## src/rtl/transmit_connector.sv

```systemverilog
// Scans the I/O register file and streams each register to a byte-wide UART
// as a header byte (0x80 | selector) followed by five ASCII octal digits.
package transmit_connector_pkg;
    typedef logic [3:0] IO_reg_t;
endpackage

module transmit_connector
    import transmit_connector_pkg::*;
#(
    parameter int NUM_REGS = 16
) (
    input  logic        clock,
    input  logic        reset_n,
    input  logic        uart_tx_busy,
    input  logic [14:0] io_reg_data,
    output logic        uart_tx_en,
    output IO_reg_t     read_sel,
    output logic [7:0]  uart_tx_data
);

    typedef enum logic [1:0] {
        LOAD  = 2'd0,
        SEND  = 2'd1,
        ACK   = 2'd2,
        DRAIN = 2'd3
    } state_t;

    localparam IO_reg_t LAST_SEL = IO_reg_t'(NUM_REGS - 1);

    state_t      state_q, state_d;
    IO_reg_t     idx_q, idx_d;
    logic [14:0] word_q, word_d;
    logic [2:0]  k_q, k_d;
    logic        tx_en_q, tx_en_d;
    logic [7:0]  tx_data_q, tx_data_d;
    logic [7:0]  frame_byte;

    // Byte k of the frame for the latched word; digits are 8'h30 + octal digit.
    always_comb begin
        frame_byte = 8'h00;
        case (k_q)
            3'd0:    frame_byte = 8'h80 | {4'h0, idx_q};
            3'd1:    frame_byte = 8'h30 + {5'b0, word_q[14:12]};
            3'd2:    frame_byte = 8'h30 + {5'b0, word_q[11:9]};
            3'd3:    frame_byte = 8'h30 + {5'b0, word_q[8:6]};
            3'd4:    frame_byte = 8'h30 + {5'b0, word_q[5:3]};
            default: frame_byte = 8'h30 + {5'b0, word_q[2:0]};
        endcase
    end

    always_comb begin
        state_d   = state_q;
        idx_d     = idx_q;
        word_d    = word_q;
        k_d       = k_q;
        tx_en_d   = 1'b0;
        tx_data_d = tx_data_q;
        case (state_q)
            LOAD: begin
                word_d  = io_reg_data;
                k_d     = 3'd0;
                state_d = SEND;
            end
            SEND: begin
                if (!uart_tx_busy) begin
                    tx_en_d   = 1'b1;
                    tx_data_d = frame_byte;
                    state_d   = ACK;
                end
            end
            ACK: begin
                if (uart_tx_busy) state_d = DRAIN;
            end
            DRAIN: begin
                if (!uart_tx_busy) begin
                    if (k_q == 3'd5) begin
                        idx_d   = (idx_q == LAST_SEL) ? IO_reg_t'(0) : idx_q + IO_reg_t'(1);
                        state_d = LOAD;
                    end else begin
                        k_d     = k_q + 3'd1;
                        state_d = SEND;
                    end
                end
            end
            default: state_d = LOAD;
        endcase
    end

    always_ff @(posedge clock) begin
        if (!reset_n) begin
            state_q   <= LOAD;
            idx_q     <= '0;
            word_q    <= '0;
            k_q       <= '0;
            tx_en_q   <= 1'b0;
            tx_data_q <= 8'h00;
        end else begin
            state_q   <= state_d;
            idx_q     <= idx_d;
            word_q    <= word_d;
            k_q       <= k_d;
            tx_en_q   <= tx_en_d;
            tx_data_q <= tx_data_d;
        end
    end

    assign uart_tx_en   = tx_en_q;
    assign uart_tx_data = tx_data_q;
    assign read_sel     = idx_q;

endmodule

```

## config.mk

```make
export PLATFORM = sky130hd
export DESIGN_NAME = transmit_connector
export DESIGN_NICKNAME = d
export VERILOG_FILES = /design/src/rtl/transmit_connector.sv
export SDC_FILE = /design/constraint.sdc
export NUM_CORES = 1
export LEC_CHECK = 0
export CORE_AREA = 8 8 65 72
export DETAILED_ROUTE_END_ITERATION = 10
export DIE_AREA = 0 0 73 80
export PLACE_DENSITY = 0.76
export SLEW_MARGIN = 20
export SYNTH_ARGS = -nofsm -noshare
export SYNTH_HDL_FRONTEND = slang
export SYNTH_SLANG_ARGS = --single-unit
```

## constraint.sdc

```tcl
create_clock -name clock -period 1.6 [get_ports clock]
set_input_delay 0.16 -clock clock [delete_from_list [all_inputs] [get_ports clock]]
set_output_delay 0.16 -clock clock [all_outputs]
set_load 0.05 [all_outputs]
```

# ---- Yosys cells after proc, flatten, opt, wreduce, memory -nomap -nowiden
# Index checks and enable logic that the tools add are counted.
dict set report classes {
  n_bitwise 1
  mux 11
  n_reduce_logical 8
  eq_ne 13
  n_addsub 7
}
# cell count
set op_table {}
lappend op_table {{8-bit one-hot mux with 5 select lines} 1}
lappend op_table {{6-bit by 3-bit adder with 7-bit output (first input constant)} 5}
lappend op_table {{3-bit AND reduction} 3}
lappend op_table {{2-bit != test (second input constant)} 4}
lappend op_table {{2-bit one-hot mux with 4 select lines} 1}
lappend op_table {{3-bit by 2-bit equality test with 1-bit output (second input constant)} 2}
lappend op_table {{3-bit equality test (second input constant)} 2}
lappend op_table {{2-bit two-way mux} 3}
lappend op_table {{3-bit two-way mux} 2}
lappend op_table {{3-bit one-hot mux with 2 select lines} 1}
lappend op_table {{4-bit by 1-bit adder with 4-bit output (second input constant)} 1}
lappend op_table {{2-bit equality test (second input constant)} 2}
lappend op_table {{4-bit equality test (second input constant)} 1}
lappend op_table {{4-bit two-way mux} 1}
lappend op_table {{2-bit AND reduction} 2}
lappend op_table {{3-bit by 1-bit adder with 3-bit output (second input constant)} 1}
lappend op_table {{3-bit by 1-bit equality test with 1-bit output (second input constant)} 1}
lappend op_table {{3-bit logical NOT} 1}
lappend op_table {{2-bit by 1-bit equality test with 1-bit output (second input constant)} 1}
lappend op_table {{2-bit logical NOT} 1}
lappend op_table {{1-bit two-way mux} 2}
lappend op_table {{2-bit nonzero test} 1}
lappend op_table {{1-bit NOT} 1}
dict set report totals {
  in_bits 18
  register_bits 33
}

# ---- Depth between registers and ports, before layout
dict set report depth {
  word_depth 4
  mapped_depth 7
  depth_no_buf 6
}

# ---- Least setup slack after synthesis
# Ideal clock, no wire load.
dict set report synth_path {
  kind {flip-flop to flip-flop}
  start {reg k_q[0]}
  end {reg tx_data_q[2], in the netlist uart_tx_data[2]}
  n_path_buf 0
  arrival_ps 1420
  path_stages_with_launch 6
  required_ps 1472
  setup_slack_ps 52
  path_cell_list {dfxtp_1 -> inv_1 -> ha_1 -> or3_1 -> a222oi_1 -> o31ai_1}
}
dict set report synth_between {
  elab_chain_cells 2
  word_cells_on_any_way 6
  classes_between {4 x eq/ne; 1 x mux; 1 x reduce/logical}
}
# element line_no
set synth_rtl {}
lappend synth_rtl {{from (decl)} 33} ;# logic [2:0] k_q, k_d;
lappend synth_rtl {{from (signal assigned)} 101} ;# k_q <= k_d;
lappend synth_rtl {{3-bit equality test (tied with other cells)} 41} ;# case (k_q)
lappend synth_rtl {{8-bit one-hot mux with 5 select lines (*)} 41}
lappend synth_rtl {{to (signal assigned)} 103} ;# tx_data_q <= tx_data_d;
lappend synth_rtl {{to (decl)} 35} ;# logic [7:0] tx_data_q, tx_data_d;
# Every way passes the cells marked *; elsewhere a longest branch is shown, timed or not.
# A chain may end at the register's enable or synchronous reset.

# ---- Final worst setup path
dict set report layout_path {
  start {reg k_q[0]}
  end {reg tx_data_q[0], in the netlist uart_tx_data[0]}
}
# Same word-level chain as after synthesis.

==> flow_summary.ini <==
[worst_setup_path]
path_max_fanout = 4
worst-endpoint-required_ps = 1770
r2r_setup_slack_ps = 40
cp-start-kind = flip-flop
reg2reg_to = uart_tx_data[0]$_SDFFE_PN0P_
critical_path_data_arrival_time_ps = 1730
r2r_start = k_q[0]$_SDFFE_PN0P_
worst-setup-path-type = reg -> reg
ff2ff_path_depth = 5
element_type_at_the_critical_path_end = flip-flop

[status]
status = completed

[die]
floorplan.die_area_um2 = 5840
floorplan.die.height_um = 80
horizontal_extent_of_the_die_um = 73
num_rows = 23
floorplan.initialDensity_pct = 43.83
core_um2 = 3540
boundaryPins = 31

[logic_synthesis]
postSynth.topFlopCell = sky130_fd_sc_hd__dfxtp_1
postSynthNetCount = 193
number_of_warning_messages_in_the_yosys_log = 0
synth_area_um2 = 1551
synth_simple_gate_area_share_pct = 19.03
synth-async-reset-ratio_pct = 0
post_synth_xor_xnor_area_pct = 0.5645
synth_top_family_by_area = simple AND/OR/NAND/NOR gates
synth_seq_cells = 31
number_of_different_library_cells_in_the_post_synthesis_netlist = 35
synth_mux_area_share_pct = 12.26
yosys.area_share.adder_pct = 8.871
ys_seq_area_share_pct = 40.00
syn_inst = 164
synth-compound-area-share_pct = 13.95
edff_count_synth = 0
synth.avg_cell_area_um2 = 9.460

[worst_hold_path]
hold_path_end = uart_tx_data[2]$_SDFFE_PN0P_
hold_class = reg -> reg
worst_hold_path.num_cells = 2
timing.hold.worst.start = uart_tx_data[2]$_SDFFE_PN0P_

[clock_network]
clk_transition_reported_paths_ps = 60
cts.htree.levels = 2
worst_skew_pair.late_latency_ps = 280
tritoncts.num_buffers = 5
cts_buffer_depth = 2
cts_tree = built
cts_root_buffer = sky130_fd_sc_hd__clkbuf_8
clock_sinks = 31
cts_hold_buffers = 0

[global_route]
globalRouteMet3Util_pct = 5.528
vias_in_the_first_global_route = 1389
grt_remaining_overflow = 0
wire_length_of_the_first_global_routing_pass_um = 6403
gr-usage-met2_pct = 25.43
groute.layer.met1.usage_pct = 14.33
global_route.peak_usage_layer = met2
groute.usage.overall_pct = 13.99
largest_net_degree_at_the_start_of_global_routing = 15
antenna_violations_before_repair = 0

[drt]
avgRoutedWirePerCell_um = 14.89
route.antenna.remaining_nets = 0
remaining_drc_errors = 0
post_drt_via_cell_ratio = 5.109
first_iter_violations = 102
drt_wl_total_um = 3812
detailroute.via_count = 1308
drtPass1Iterations = 4

[timing]
clock_skew_ps = 3.148
max_freq_mhz = 639.6
final.min_clock_period_ps = 1564
period_share_pct = 97.72
setup-tns-final_ps = 0
setup-violations-final = 0
timing_hold_violations_final = 0
setup_repair_after_global_routing_missed_its_margin = true
timing.final.max_slew_violations = 0

[cells_and_area]
post_route_cells_drive_above_1_share_pct = 21.36
instances_no_fill = 256
finish.instance_area_um2 = 2105
syn_to_final_growth_pct = 35.65
nNetsFinal = 234
n_antenna_cell = 0
num-fill-cells = 324

[power_and_ir_drop]
vdd_ir_drop_max_mv = 0.7843
power.leakage_nw = 0.8977
power_density_nw_per_um2 = 1400

[placed_design]
place.detailed.instances = 248
dp_hpwl_um = 2979
portBuffers = 29
detailed_place.area_um2 = 1943
gp_routability_congestion = 0.7871

[run]
maxCapViolations = 0
## worst max-delay path by stage
stage	endpoint	slack, ps	from	depth (start not counted)
3_3_place_gp	uart_tx_data[0]$_SDFFE_PN0P_	50	k_q[0]$_SDFFE_PN0P_	5
3_5_place_dp	uart_tx_data[0]$_SDFFE_PN0P_	-30	k_q[0]$_SDFFE_PN0P_	5
5_1_grt	uart_tx_data[0]$_SDFFE_PN0P_	-50	k_q[0]$_SDFFE_PN0P_	5
4_1_cts	read_sel[3]$_SDFFE_PN0P_	20	k_q[2]$_SDFFE_PN0P_	4
2_1_floorplan	uart_tx_data[2]$_SDFFE_PN0P_	50	k_q[0]$_SDFFE_PN0P_	5
6_report	uart_tx_data[0]$_SDFFE_PN0P_	40	k_q[0]$_SDFFE_PN0P_	5
## cell usage in the layout (no fill, tap or decap), types with 2 or more instances in the layout
master / n
sky130_fd_sc_hd__a222oi_1: 3
sky130_fd_sc_hd__dfxtp_4: 2
sky130_fd_sc_hd__nand2_1: 11
sky130_fd_sc_hd__clkbuf_8: 6
sky130_fd_sc_hd__a21boi_1: 3
sky130_fd_sc_hd__inv_1: 4
sky130_fd_sc_hd__nor3_1: 3
sky130_fd_sc_hd__or3_1: 2
sky130_fd_sc_hd__o31ai_1: 2
sky130_fd_sc_hd__nand3_1: 5
sky130_fd_sc_hd__clkdlybuf4s50_1: 17
sky130_fd_sc_hd__ha_1: 8
sky130_fd_sc_hd__inv_2: 2
sky130_fd_sc_hd__nor2b_1: 20
sky130_fd_sc_hd__buf_4: 26
sky130_fd_sc_hd__ha_4: 2
sky130_fd_sc_hd__a22o_1: 2
sky130_fd_sc_hd__a21boi_0: 3
sky130_fd_sc_hd__dfxtp_1: 28
sky130_fd_sc_hd__o21bai_1: 2
sky130_fd_sc_hd__o21ai_0: 5
sky130_fd_sc_hd__mux2i_1: 19
sky130_fd_sc_hd__a21oi_1: 7
sky130_fd_sc_hd__nor2_1: 5
## where the power goes
part / switching (mW) / internal [mW]
registers: 0.116 / 0.935
clock network: 0.293 / 0.503
logic: 0.581 / 0.519
total: 0.990 / 1.96
## per-layer routing
metal  vias up  routed length (µm)  part of all wire (%)
li1        653                   -                     -
met1       625                1518                    40
met2        25                2062                    54
met3         5                 191                   5.0
met4         0                  40                   1.0
met5         -                   0                     0
## state kept, by name, summed over array words and instances (netlist names)
register      flops
uart_tx_en        1
word_q           15
state_q           2
uart_tx_data      6
read_sel          4
k_q               3
## worst max-delay path, cell delays in order (launching register included)
cell and delay [ps]:
sky130_fd_sc_hd__dfxtp_4 380, sky130_fd_sc_hd__inv_2 70, sky130_fd_sc_hd__ha_2 210, sky130_fd_sc_hd__or3_1 370
sky130_fd_sc_hd__a222oi_1 320, sky130_fd_sc_hd__o31ai_1 100
## Yosys cell counts (4+ instances only)
master,n,area [µm²]
sky130_fd_sc_hd__dfxtp_1,31,620.6
sky130_fd_sc_hd__nor2b_1,20,125.1
sky130_fd_sc_hd__mux2i_1,19,190.2
sky130_fd_sc_hd__ha_1,11,137.6
sky130_fd_sc_hd__nand2_1,11,41.29
sky130_fd_sc_hd__a21oi_1,7,35.03
sky130_fd_sc_hd__inv_1,6,22.52
sky130_fd_sc_hd__nand3_1,5,25.02
sky130_fd_sc_hd__nor2_1,5,18.77
sky130_fd_sc_hd__o21ai_0,5,25.02
sky130_fd_sc_hd__buf_4,4,30.03
## layout make-up
type                            instances  area [µm²]  area share [%]
Multi-Input combinational cell        117       887.1           42.15
Sequential cell                        31       629.4           29.90
Timing Repair Buffer                   44       385.4           18.31
Clock buffer                            6       82.58           3.924
Tap cell                               50       62.56           2.973
Clock inverter                          2       35.03           1.665
Inverter                                6       22.52           1.070
## per-stage QoR
| step | setup WS (ps) | util [%] | hold slack, ps | power, mW |
|---|---|---|---|---|
| 2_1_floorplan | 52.13 | - | 289.8 | 1.788 |
| 3_3_place_gp | 48.36 | 54.90 | 464.2 | 2.087 |
| 3_5_place_dp | -34.25 | 54.90 | 476.4 | 2.159 |
| 4_1_cts | 19.15 | 59.21 | 486.9 | 2.967 |
| 5_1_grt | -54.83 | 59.46 | 502.1 | 3.113 |
| 6_report | 36.45 | 59.46 | 484.3 | 2.947 |
## cell families after synthesis
group | after synthesis
other | 1
adders and majority gates | 11
AOI/OAI and AO/OA | 31
DFF | 31
buffers and inverters | 16
xor gates and xnor gates | 1
and+or+nand+nor | 54
muxes | 19
## timing repair
item,4_1_cts,5_1_grt
endpoints found under the setup margin,3,6
resized for setup,10,3
buffers inserted,0,0
pin swaps,4,3
Power figures use the tool's default switching activity.
